[src/rtl/alu_seq_pkg.sv]
// alu_seq_pkg
// Shared definitions for the sequential ALU: opcode encodings and FSM state type.
// No ports.

package alu_seq_pkg;

    localparam logic [2:0] OP_AND  = 3'b000;
    localparam logic [2:0] OP_OR   = 3'b001;
    localparam logic [2:0] OP_XOR  = 3'b010;
    localparam logic [2:0] OP_NOTA = 3'b011;
    localparam logic [2:0] OP_ADD  = 3'b100;
    localparam logic [2:0] OP_SUB  = 3'b101;
    localparam logic [2:0] OP_MUL  = 3'b110;
    localparam logic [2:0] OP_LOAD = 3'b111;

    typedef enum logic [1:0] {
        S_IDLE = 2'd0,
        S_MUL  = 2'd1,
        S_DONE = 2'd2
    } state_t;

endpackage

[src/rtl/alu_seq_acc_mul.sv]
// shift_add_mul
// Unsigned shift-add multiplier. One partial-product step per cycle; the first
// step is folded into the start cycle so the full product is ready WIDTH cycles
// after start (done is high in the last of those cycles).
// Only compiled when ALU_SEQ_MUL_EN is defined.
// Ports:
//   clk, rst_n    clock, synchronous active-low reset
//   start         load operands and begin (one-cycle pulse)
//   multiplicand  WIDTH-bit operand
//   multiplier    WIDTH-bit operand
//   product       2*WIDTH-bit product (valid while done=1)
//   done          product complete

`ifdef ALU_SEQ_MUL_EN
module shift_add_mul #(
    parameter int WIDTH = 8
) (
    input  logic               clk,
    input  logic               rst_n,
    input  logic               start,
    input  logic [WIDTH-1:0]   multiplicand,
    input  logic [WIDTH-1:0]   multiplier,
    output logic [2*WIDTH-1:0] product,
    output logic               done
);

    localparam int CW = $clog2(WIDTH);

    logic [WIDTH-1:0]   mcand_q;
    logic [2*WIDTH-1:0] prod_q;
    logic [CW-1:0]      cnt_q;
    logic               run_q;

    // Upper half holds the running sum, lower half the not-yet-consumed
    // multiplier bits; each step adds on the LSB and shifts right by one.
    function automatic logic [2*WIDTH-1:0] step(input logic [2*WIDTH-1:0] p,
                                                input logic [WIDTH-1:0]   mc);
        logic [WIDTH:0] upper;
        upper = {1'b0, p[2*WIDTH-1:WIDTH]} + {1'b0, mc & {WIDTH{p[0]}}};
        return {upper, p[WIDTH-1:1]};
    endfunction

    always_ff @(posedge clk) begin
        if (!rst_n) begin
            mcand_q <= '0;
            prod_q  <= '0;
            cnt_q   <= '0;
            run_q   <= 1'b0;
        end else if (start) begin
            mcand_q <= multiplicand;
            prod_q  <= step({{WIDTH{1'b0}}, multiplier}, multiplicand);
            cnt_q   <= CW'(WIDTH - 1);
            run_q   <= 1'b1;
        end else if (run_q) begin
            if (cnt_q != '0) begin
                prod_q <= step(prod_q, mcand_q);
                cnt_q  <= cnt_q - CW'(1);
            end else begin
                run_q <= 1'b0;
            end
        end
    end

    assign product = prod_q;
    assign done    = run_q && (cnt_q == '0);

endmodule
`endif

[src/rtl/alu_seq_acc.sv]
// alu_seq_acc
// Sequential ALU with accumulator and valid/ready handshakes on both sides.
// Result, carry and zero are registered and also written into the accumulator.
// Optional feature macro: ALU_SEQ_MUL_EN (multi-cycle shift-add MUL). Without it,
// op 110 completes in one cycle with result=0, carry=0, zero=1.
// Ports:
//   clk, rst_n          clock, synchronous active-low reset
//   in_valid/in_ready   operation handshake
//   op, acc_sel, a, b   opcode, use-accumulator-as-A select, operands
//   out_valid/out_ready result handshake
//   result, carry, zero registered result and flags
//   busy                multiply in progress
//
// state  | meaning
// S_IDLE | waiting for an operation (in_ready=1 once out of reset)
// S_MUL  | shift-add multiply running (busy=1)
// S_DONE | result presented, waiting for out_ready

module alu_seq_acc #(
    parameter int WIDTH = 8
) (
    input  logic             clk,
    input  logic             rst_n,
    input  logic             in_valid,
    output logic             in_ready,
    input  logic [2:0]       op,
    input  logic             acc_sel,
    input  logic [WIDTH-1:0] a,
    input  logic [WIDTH-1:0] b,
    output logic             out_valid,
    input  logic             out_ready,
    output logic [WIDTH-1:0] result,
    output logic             carry,
    output logic             zero,
    output logic             busy
);

    import alu_seq_pkg::*;

    state_t           state_q, state_d;
    logic             ready_q;
    logic [WIDTH-1:0] acc_q;
    logic [WIDTH-1:0] result_q;
    logic             carry_q;
    logic             zero_q;

    logic             accept;
    logic             is_mul;
    logic             mul_fin;
    logic [WIDTH-1:0] opa;
    logic [WIDTH:0]   alu_out;
    logic             wb_en;
    logic [WIDTH-1:0] wb_res;
    logic             wb_c;

    // MUL has no single-cycle result; the disabled build relies on the zero here.
    function automatic logic [WIDTH:0] alu_eval(input logic [2:0]       f,
                                                input logic [WIDTH-1:0] x,
                                                input logic [WIDTH-1:0] y);
        logic [WIDTH:0] r;
        r = '0;
        case (f)
            OP_AND:  r = {1'b0, x & y};
            OP_OR:   r = {1'b0, x | y};
            OP_XOR:  r = {1'b0, x ^ y};
            OP_NOTA: r = {1'b0, ~x};
            OP_ADD:  r = {1'b0, x} + {1'b0, y};
            OP_SUB:  r = {1'b0, x} + {1'b0, ~y} + (WIDTH+1)'(1);
            OP_MUL:  r = '0;
            OP_LOAD: r = {1'b0, y};
            default: r = '0;
        endcase
        return r;
    endfunction

    // ready_q is zero during reset and otherwise mirrors state==IDLE, so
    // accept needs no extra state qualification.
    assign accept  = in_valid && ready_q;
    assign opa     = acc_sel ? acc_q : a;
    assign alu_out = alu_eval(op, opa, b);

`ifdef ALU_SEQ_MUL_EN
    logic [2*WIDTH-1:0] mul_product;
    logic               mul_done;

    assign is_mul  = (op == OP_MUL);
    assign mul_fin = (state_q == S_MUL) && mul_done;

    shift_add_mul #(.WIDTH(WIDTH)) u_mul (
        .clk          (clk),
        .rst_n        (rst_n),
        .start        (accept && is_mul),
        .multiplicand (opa),
        .multiplier   (b),
        .product      (mul_product),
        .done         (mul_done)
    );
`else
    assign is_mul  = 1'b0;
    assign mul_fin = 1'b0;
`endif

    // state register
    always_ff @(posedge clk) begin
        if (!rst_n) begin
            state_q <= S_IDLE;
            ready_q <= 1'b0;
        end else begin
            state_q <= state_d;
            ready_q <= (state_d == S_IDLE);
        end
    end

    // next state
    always_comb begin
        state_d = state_q;
        case (state_q)
            S_IDLE: begin
                if (accept) begin
                    state_d = is_mul ? S_MUL : S_DONE;
                end
            end
            S_MUL: begin
                if (mul_fin) begin
                    state_d = S_DONE;
                end
            end
            S_DONE: begin
                if (out_ready) begin
                    state_d = S_IDLE;
                end
            end
            default: state_d = S_IDLE;
        endcase
    end

    // outputs decoded from state
    always_comb begin
        in_ready  = ready_q;
        out_valid = (state_q == S_DONE);
        busy      = (state_q == S_MUL);
    end

    // write-back selection: single-cycle ops at accept, MUL at completion
    always_comb begin
        wb_en  = accept && !is_mul;
        wb_res = alu_out[WIDTH-1:0];
        wb_c   = alu_out[WIDTH];
`ifdef ALU_SEQ_MUL_EN
        if (mul_fin) begin
            wb_en  = 1'b1;
            wb_res = mul_product[WIDTH-1:0];
            wb_c   = |mul_product[2*WIDTH-1:WIDTH];
        end
`endif
    end

    always_ff @(posedge clk) begin
        if (!rst_n) begin
            result_q <= '0;
            carry_q  <= 1'b0;
            zero_q   <= 1'b1;
            acc_q    <= '0;
        end else if (wb_en) begin
            result_q <= wb_res;
            carry_q  <= wb_c;
            zero_q   <= (wb_res == '0);
            acc_q    <= wb_res;
        end
    end

    assign result = result_q;
    assign carry  = carry_q;
    assign zero   = zero_q;

endmodule

[config.mk]
export PLATFORM = sky130hd
export DESIGN_NAME = alu_seq_acc
export DESIGN_NICKNAME = d
export VERILOG_FILES = /design/src/rtl/alu_seq_pkg.sv /design/src/rtl/alu_seq_acc_mul.sv /design/src/rtl/alu_seq_acc.sv
export SDC_FILE = /design/constraint.sdc
export NUM_CORES = 1
export LEC_CHECK = 0
export CAP_MARGIN = 20
export CORE_MARGIN = 2
export CORE_UTILIZATION = 38
export CTS_BUF_LIST = sky130_fd_sc_hd__clkbuf_16
export CTS_CLUSTER_SIZE = 12
export DETAILED_ROUTE_END_ITERATION = 10
export PLACE_DENSITY = 0.59
export SLEW_MARGIN = 30
export SYNTH_ARGS = -nofsm -noshare
export SYNTH_HDL_FRONTEND = slang
export SYNTH_SLANG_ARGS = --single-unit
[constraint.sdc]
create_clock -name clk -period 8 [get_ports clk]
set_clock_uncertainty 0.1 [all_clocks]
set_input_delay 2 -clock clk [delete_from_list [all_inputs] [get_ports clk]]
set_output_delay 2 -clock clk [all_outputs]
set_load 0.005 [all_outputs]
### Yosys cells after proc, flatten, opt, wreduce, memory -nomap -nowiden

Index checks and enable logic that the tools add are counted.

| word-level totals | value |
|---|---|
| bits of input ports | 24 |
| output and inout port bits | 13 |
| bits in registers | 13 |
| logic and storage cells | 32 |

| operators by class | value |
|---|---|
| reductions and logical operators | 5 |
| equality and inequality tests | 9 |
| add/subtract/negate cells | 3 |
| muxes and demuxes | 5 |
| bitwise logic cells | 5 |

Operators with widths:

| cell | count |
|---|---|
| $pmux W9 S8 | 1 |
| $add A8 B8 Y9 | 2 |
| $not A8 Y8 | 2 |
| $eq A3 B3 Y1 const B | 4 |
| $add A9 B1 Y9 const B | 1 |
| $and A8 B8 Y8 | 1 |
| $logic_not A8 Y1 | 1 |
| $mux W8 | 1 |
| $or A8 B8 Y8 | 1 |
| $xor A8 B8 Y8 | 1 |
| $eq A3 B2 Y1 const B | 2 |
| $pmux W2 S3 | 1 |
| $logic_not A2 Y1 | 2 |
| $mux W2 | 2 |
| $eq A3 B1 Y1 const B | 1 |
| $logic_not A3 Y1 | 1 |
| $eq A2 B1 Y1 const B | 1 |
| $eq A2 B2 Y1 const B | 1 |
| $logic_and A1 B1 Y1 | 1 |

### Longest topological paths before layout

Gate-level depths: netlist of the first run.

| logic depth | value |
|---|---|
| depth after elaboration | 5 |
| mapped depth | 12 |

### Least setup slack after synthesis of the first run

No wires, ideal clock.

| path | value |
|---|---|
| kind | input port to flip-flop |
| from | input acc_sel |
| to | register zero_q (netlist: zero) |
| slack | 3.502 ns |
| stages | 10 |
| buffers on the path | 1 |
| data arrival time | 4.303 ns |
| cell sequence | buf_6 mux2i_1 ha_1 o21ba_2 or4_4 o311ai_2 o31ai_1 mux2i_1 a21o_1 o41ai_2 |

| on the way | value |
|---|---|
| cells in the longest elaborated chain, start to end | 5 |
| elaborated cells on any way between the ends | 10 |
| classes of those cells | add/sub (3); mux (2); bitwise (4); reduce/logical (1) |

Ends and longest elaborated chain:

| item | line | text |
|---|---|---|
| from (decl) | alu_seq_acc.sv:27 | `input logic acc_sel,` |
| $mux W8 (*) | alu_seq_acc.sv:79 | `assign opa = acc_sel ? acc_q : a;` |
| $add A8 B8 Y9 | alu_seq_acc.sv:68 | `OP_SUB: r = {1'b0, x} + {1'b0, ~y} + (WIDTH+1)'(1);` |
| $add A9 B1 Y9 | alu_seq_acc.sv:68 |  |
| $pmux W9 S8 (*) | alu_seq_acc.sv:62 | `case (f)` |
| $logic_not A8 Y1 (*) | alu_seq_acc.sv:167 | `zero_q <= (wb_res == '0);` |
| to (signal assigned) | alu_seq_acc.sv:167 |  |
| to (decl) | alu_seq_acc.sv:45 | `logic zero_q;` |

Every way passes the cells marked *; elsewhere a longest branch is shown, timed or not.
A chain may end at the register's enable or synchronous reset.

### Final worst setup path of the first run

Ends and elaborated chain as after synthesis.

==> results of run 1 <==
## logic make-up (layout without fill, tap and decap cells)
logic type / Yosys count / after routing / share of synthesized area, %
AOI/OAI and AO/OA: 80 / 80 / 31.7
buffers and inverters: 39 / 68 / 9.08
adders and majority gates: 26 / 26 / 18.7
and+or+nand+nor: 58 / 58 / 15.9
muxes: 11 / 11 / 7.43
xor gates and xnor gates: 6 / 6 / 2.89
DFF: 13 / 13 / 14.3
## cell usage after synthesis (5+ instances only)
| cell type | number | share of area (%) |
|---|---|---|
| ha_1 | 24 | 17 |
| nand2b_1 | 5 | 1.7 |
| nand3_1 | 5 | 1.4 |
| dfxtp_1 | 13 | 14 |
| nor2_1 | 12 | 2.5 |
| a21oi_1 | 18 | 5.0 |
| inv_1 | 25 | 5.2 |
| mux2i_1 | 6 | 3.3 |
| a31oi_1 | 5 | 1.7 |
| nand2_1 | 18 | 3.7 |
| xnor2_1 | 5 | 2.4 |
| o21ai_0 | 13 | 3.6 |
| clkbuf_1 | 7 | 1.4 |
## layout by cell type (no fill, tap or decap), types with 2 or more instances in the layout
cell and n:
o211ai_1 2, xnor2_1 5, mux2i_1 6, mux2_2 3, a221oi_1 2, clkdlybuf4s50_1 36, clkbuf_16 3, nor2b_1 3
or3_1 4, o211a_1 2, a21o_1 2, o41ai_1 3, fa_1 2, a311oi_1 3, o21bai_1 2, a22oi_1 3
o221ai_1 2, nand3_1 5, dfxtp_1 13, o21ai_0 13, a21oi_1 18, nor3_1 2, nand2_1 18, a211oi_1 4
a41oi_1 2, nor2_1 12, o32ai_1 2, a31oi_1 5, ha_1 24, inv_1 26, nand2b_1 5, inv_2 2
and2_0 2
## final cells by class
type                            instances  area, sq um  share of cell area (%)
Clock buffer                            3         75.1                    3.31
Clock inverter                          1         3.75                   0.165
Inverter                               27          101                    4.47
Multi-Input combinational cell        181         1390                    61.4
Sequential cell                        13          260                    11.5
Tap cell                               54         67.6                    2.98
Timing Repair Buffer                   37          368                    16.2
## report_power, final
part / internal, W / leakage [nW] / switching (W)
Sequential: 0.0000692 / 0.107 / 0.00000299
Clock: 0.0000658 / 0.0423 / 0.0000266
Combinational: 0.0000587 / 0.819 / 0.0000708
## routing by layer
layer	global-route usage, %	part of all wire [%]	vias up	wire, um
met1	28.0	46	845	2370
met3	2.49	5.0	2	260
li1	-	-	915	-
met4	1.85	0.14	0	7
met5	0	0	-	0
met2	33.5	49	56	2520
## through the flow
stage	power, W	util, %	hold WS (ns)	setup WS, ns	instances
floorplan	0.000160	-	0.344	3.50	233
global placement	0.000201	47.0	0.365	2.66	312
detailed placement	0.000201	47.0	0.370	2.55	312
CTS	0.000295	48.7	0.375	2.80	316
global route	0.000314	48.7	0.397	2.59	316
finish	0.000294	48.7	0.367	2.79	316
## how the worst max path moves through the flow
stage          startpoint   end  slack, ns  depth (start not counted)
2_1_floorplan     acc_sel  zero       3.50                         10
3_3_place_gp      acc_sel  zero       2.66                         10
3_5_place_dp      acc_sel  zero       2.55                         10
4_1_cts           acc_sel  zero       2.80                         10
5_1_grt           acc_sel  zero       2.59                         10
6_report          acc_sel  zero       2.79                         10
## flip-flops by register name, summed over array words and instances, names as in the netlist
signal	flops
in_ready	1
carry	1
result	8
state_q	2
zero	1
## worst max-delay path, cell delays in order
cell and delay, ns:
clkdlybuf4s50_1 0.77, mux2i_1 0.59, ha_1 0.38, o21ba_2 0.23, or4_4 0.41, o311ai_2 0.11
o31ai_1 0.14, mux2i_1 0.15, a21o_1 0.21, o41ai_2 0.26
==> impl_metrics.py, run 1 <==
metrics = {
    "status": {
        "outcome": "finished clean",
    },
    "sta": {
        "fin_crit_ns": 5.21,
        "finalSetupTns_ns": 0,
        "worst-slew-pin-transition_ns": 0.895,
        "relSlewSlack_pct": 40.2,
        "finalHoldViolations": 0,
        "fmax_mhz": 192,
        "finalSetupViolations": 0,
        "period_share_pct": 65.1,
        "drv_slew": 0,
        "rsz0062_at_grt": "false",
    },
    "floorplanning": {
        "core_area_sq_um": 4660,
        "die_width_um": 73.2,
        "dieArea_sq_um": 5360,
        "fp.dieH_um": 73.2,
        "num_rows": 25,
        "start_util_pct": 39.0,
        "pin_count": 37,
    },
    "yosys": {
        "synth_seq_cells": 13,
        "syn_inst": 233,
        "synthArstFlopShare_pct": 0,
        "yosys_warnings": 0,
        "yosysUniqueCellTypes": 59,
        "synth-main-ff-cell": "dfxtp_1",
        "yosysSeqAreaShare_pct": 14.3,
        "netlist_area_sq_um": 1820,
        "avgSynthCellArea_sq_um": 7.81,
        "synth_enable_flop_cells": 0,
        "synth_nets": 283,
    },
    "drt": {
        "drcViolationCount": 0,
        "dr.pass1.iters": 4,
        "routed_via_density": 5.75,
        "drt-initial-drc-count": 139,
        "wire_per_inst_um": 16.3,
        "vias": 1818,
        "antenna_left": 0,
        "wirelength_mm": 5.16,
    },
    "grt": {
        "grt_max_degree": 35,
        "grt_pass1_wl_mm": 8.32,
        "grt.total_usage_pct": 19.9,
        "grt_pass1_vias": 1678,
        "grt_overflow": 0,
        "antenna_found_initial": 0,
    },
    "power": {
        "power.leakage_nw": 0.968,
        "powerDensity_nw_per_um2": 130,
        "vdd_ir_drop_max_uv": 116,
    },
    "placed_design": {
        "place_area_sq_um": 2190,
        "port_buffers": 36,
        "place_congestion": 0.868,
        "dp_hpwl_mm": 3.96,
    },
    "clock_tree": {
        "clockBufferDepth": 2,
        "post_cts_resized": 0,
        "cts_htree_levels": 1,
        "clock_latency_ns": 0.24,
        "clkTransAtPathRegs_ns": 0.04,
        "hold_buffers": 0,
        "cts_tree": "yes",
        "cts-root-buf": "clkbuf_16",
        "clock-sinks": 13,
        "cts_setup_buffers": 0,
        "cts_buffers": 3,
    },
    "critical_path": {
        "required_ns": 8.05,
        "crit_type": "in2reg",
        "critPathArrivalTime_ns": 5.26,
        "r2r_start": "result[1]",
        "r2r_setup_slack_ns": 5.11,
        "end_kind": "flop",
        "crit_fanout": 8,
        "rr_worst_depth": 9,
        "start_kind": "input pin",
        "reg2reg_to": "zero",
    },
    "run": {
        "drv_cap": 0,
    },
    "final_layout": {
        "drive_gt1_share_pct": 5.73,
        "fill_cells": 464,
        "final_area_sq_um": 2270,
        "area_delta_synth_final_pct": 24.8,
        "finalNetCount": 313,
        "antenna_cells": 0,
    },
    "hold_path": {
        "hold_path.class": "reg2reg",
        "hold_depth": 2,
        "hold_end": "carry",
        "hold_start": "carry",
    },
}
Note: power is estimated with default switching activity, not from simulation.
==> inputs of run 2 (changes only) <==
--- a/config.mk
+++ b/config.mk
@@ -11,7 +11,7 @@
 export CTS_BUF_LIST = sky130_fd_sc_hd__clkbuf_16
 export CTS_CLUSTER_SIZE = 12
 export DETAILED_ROUTE_END_ITERATION = 10
-export PLACE_DENSITY = 0.59
+export PLACE_DENSITY = 0.61
 export SLEW_MARGIN = 30
 export SYNTH_ARGS = -nofsm -noshare
 export SYNTH_HDL_FRONTEND = slang
==> constraint.sdc (replaced) <==
create_clock -name clk -period 4.37 [get_ports clk]
set_clock_uncertainty 0.1 [all_clocks]
set_input_delay 1.0925 -clock clk [delete_from_list [all_inputs] [get_ports clk]]
set_output_delay 1.0925 -clock clk [all_outputs]
set_load 0.005 [all_outputs]
==> run 2 against run 1 <==
Non-clock buffer count is 9 higher. Design area rose by 3.0%. Global-route usage up 0.69 points. Power is 87% higher. Routed wire length decreased by 0.19%. Combinational power increased by 88%. Critical path type unchanged. Critical endpoint unchanged.
==> impl_metrics.py, run 2 (synthesized netlist as in run 1, its figures left out) <==
metrics = {
    "clock_tree": {
        "clockBufferDepth": 2,
        "cts_htree_levels": 1,
        "clkTransAtPathRegs_ns": 0.04,
        "cts_tree": "yes",
        "hold_buffers": 0,
        "cts_setup_buffers": 0,
        "clock_latency_ns": 0.24,
        "cts-root-buf": "clkbuf_16",
        "cts_buffers": 3,
        "post_cts_resized": 0,
        "clock-sinks": 13,
    },
    "sta": {
        "drv_slew": 0,
        "period_share_pct": 90.1,
        "rsz0062_at_grt": "false",
        "worst-slew-pin-transition_ns": 0.453,
        "finalSetupViolations": 0,
        "hold_ws_ns": 0.370,
        "relSlewSlack_pct": 69.7,
        "fin_crit_ns": 3.94,
        "finalSetupTns_ns": 0,
        "fmax_mhz": 254,
        "finalHoldViolations": 0,
    },
    "power": {
        "powerDensity_nw_per_um2": 235,
        "vdd_ir_drop_max_uv": 167,
        "power_w": 0.000549,
        "power.leakage_nw": 1.01,
    },
    "grt": {
        "grt_pass1_vias": 1684,
        "grt_pass1_wl_mm": 8.57,
        "grt_overflow": 0,
        "grt_max_degree": 25,
        "antenna_found_initial": 0,
        "grt.total_usage_pct": 20.6,
    },
    "critical_path": {
        "critPathSlowestCell": "or4_4",
        "r2r_start": "result[0]",
        "crit_path_cell_trace": "clkdlybuf4s50_1 -> buf_4 -> mux2i_1 -> ha_1 -> or4_4 -> o311ai_2 -> o31ai_1 -> mux2i_1 -> a21o_1 -> o41ai_2",
        "crit_type": "in2reg",
        "required_ns": 4.42,
        "reg2reg_to": "zero",
        "start_kind": "input pin",
        "crit_buf_inv": 2,
        "critPathArrivalTime_ns": 3.99,
        "critical-path-top-delay-family": "buffers and inverters",
        "cp_slowest_stage_delay_ns": 0.57,
        "crit_fanout": 9,
        "r2r_setup_slack_ns": 1.62,
        "end_kind": "flop",
        "critical_path.most_common_cell": "mux2i_1",
        "rr_worst_depth": 11,
    },
    "hold_path": {
        "hold_depth": 2,
        "hold_end": "result[0]",
        "hold_path.class": "reg2reg",
        "hold_start": "result[0]",
    },
    "floorplanning": {
        "start_util_pct": 39.0,
        "die_width_um": 73.2,
        "fp.dieH_um": 73.2,
        "num_rows": 25,
        "pin_count": 37,
        "dieArea_sq_um": 5360,
        "core_area_sq_um": 4660,
    },
    "status": {
        "outcome": "finished clean",
    },
    "final_layout": {
        "final_common_cell": "clkdlybuf4s50_1",
        "finalNetCount": 322,
        "drive_gt1_share_pct": 9.23,
        "largest_reg_flops": 8,
        "antenna_cells": 0,
        "final_cell_mix": "clkdlybuf4s50_1, inv_1, ha_1, nand2_1, a21oi_1",
        "area_delta_synth_final_pct": 28.5,
        "final_area_sq_um": 2340,
    },
    "drt": {
        "vias": 1838,
        "drcViolationCount": 0,
        "dr.pass1.iters": 4,
        "wirelength_mm": 5.15,
        "wire_per_inst_um": 15.8,
        "antenna_left": 0,
        "routed_via_density": 5.66,
        "drt-initial-drc-count": 146,
    },
    "run": {
        "drv_cap": 0,
    },
    "placed_design": {
        "place_area_sq_um": 2260,
        "place_congestion": 0.949,
        "port_buffers": 36,
        "dp_hpwl_mm": 4.10,
    },
}
==> run 2: cell types whose count changed in the layout (fill, tap and decap cells not counted) <==
cell / before / now
inv_1: 26 / 25
clkinv_2: 0 / 1
buf_4: 1 / 10
==> run 2: power breakdown <==
part | switching, W | leakage [nW] | internal [W]
sequential | 0.00000529 | 0.107 | 0.000127
clock | 0.0000528 | 0.0409 | 0.000122
combinational | 0.000130 | 0.862 | 0.000113
==> run 2: per-stage QoR <==
step / setup slack [ns] / utilization, % / std cells
floorplan: 0.779 / - / 233
global placement: 0.231 / 48.5 / 321
detailed placement: 0.173 / 48.5 / 321
CTS: 0.433 / 50.2 / 325
global route: 0.166 / 50.2 / 325
finish: 0.431 / 50.2 / 325
==> run 2: worst max-delay path by stage <==
stage                     cells past startpoint  slack (ns)  endpoint    start
after floorplan                              10        0.78      zero  acc_sel
after global placement                       10        0.23      zero  acc_sel
after detailed placement                     10        0.17      zero  acc_sel
after CTS                                    10        0.43      zero  acc_sel
after global routing                         11        0.17      zero  acc_sel
final                                        10        0.43      zero  acc_sel
==> run 2: worst register-to-register path, cell delays in order, from the launching register on <==
cell and delay, ns:
dfxtp_1 0.34, mux2_2 0.21, ha_1 0.18, inv_1 0.06, fa_1 0.37, nand2b_1 0.17
a211oi_1 0.28, o21ai_1 0.13, a41o_1 0.22, a21oi_1 0.19, nand2_1 0.09, o41ai_2 0.33
==> run 2: layout make-up <==
cell class / instances / area [sq um]
inverter: 27 / 101
tap: 54 / 67.6
clock inverter: 1 / 5.00
sequential: 13 / 260
timing repair buffer: 46 / 435
clock buffer: 3 / 75.1
multi-input combinational: 181 / 1390
fill: 443 / 2320
==> run 2: layer usage <==
metal | part of all wire [%] | vias up | global-route usage (%)
met3 | 6.5 | 5 | 2.49
li1 | - | 931 | -
met1 | 45 | 835 | 30.2
met2 | 47 | 67 | 32.4
met4 | 0.80 | 0 | 3.70
met5 | 0 | - | 0
==> inputs of run 3 (changes only) <==
--- a/config.mk
+++ b/config.mk
@@ -5,7 +5,7 @@
 export SDC_FILE = /design/constraint.sdc
 export NUM_CORES = 1
 export LEC_CHECK = 0
-export CAP_MARGIN = 20
+export CAP_MARGIN = 5
 export CORE_MARGIN = 2
 export CORE_UTILIZATION = 38
 export CTS_BUF_LIST = sky130_fd_sc_hd__clkbuf_16
@@ -15,4 +15,5 @@
 export SLEW_MARGIN = 30
 export SYNTH_ARGS = -nofsm -noshare
 export SYNTH_HDL_FRONTEND = slang
+export SYNTH_HIERARCHICAL = 1
 export SYNTH_SLANG_ARGS = --single-unit
==> results of run 3 <==
The final DEF is identical to that of run 2; final timing and power are the same.
Among the figures that moved: Yosys warning count 0 -> 6
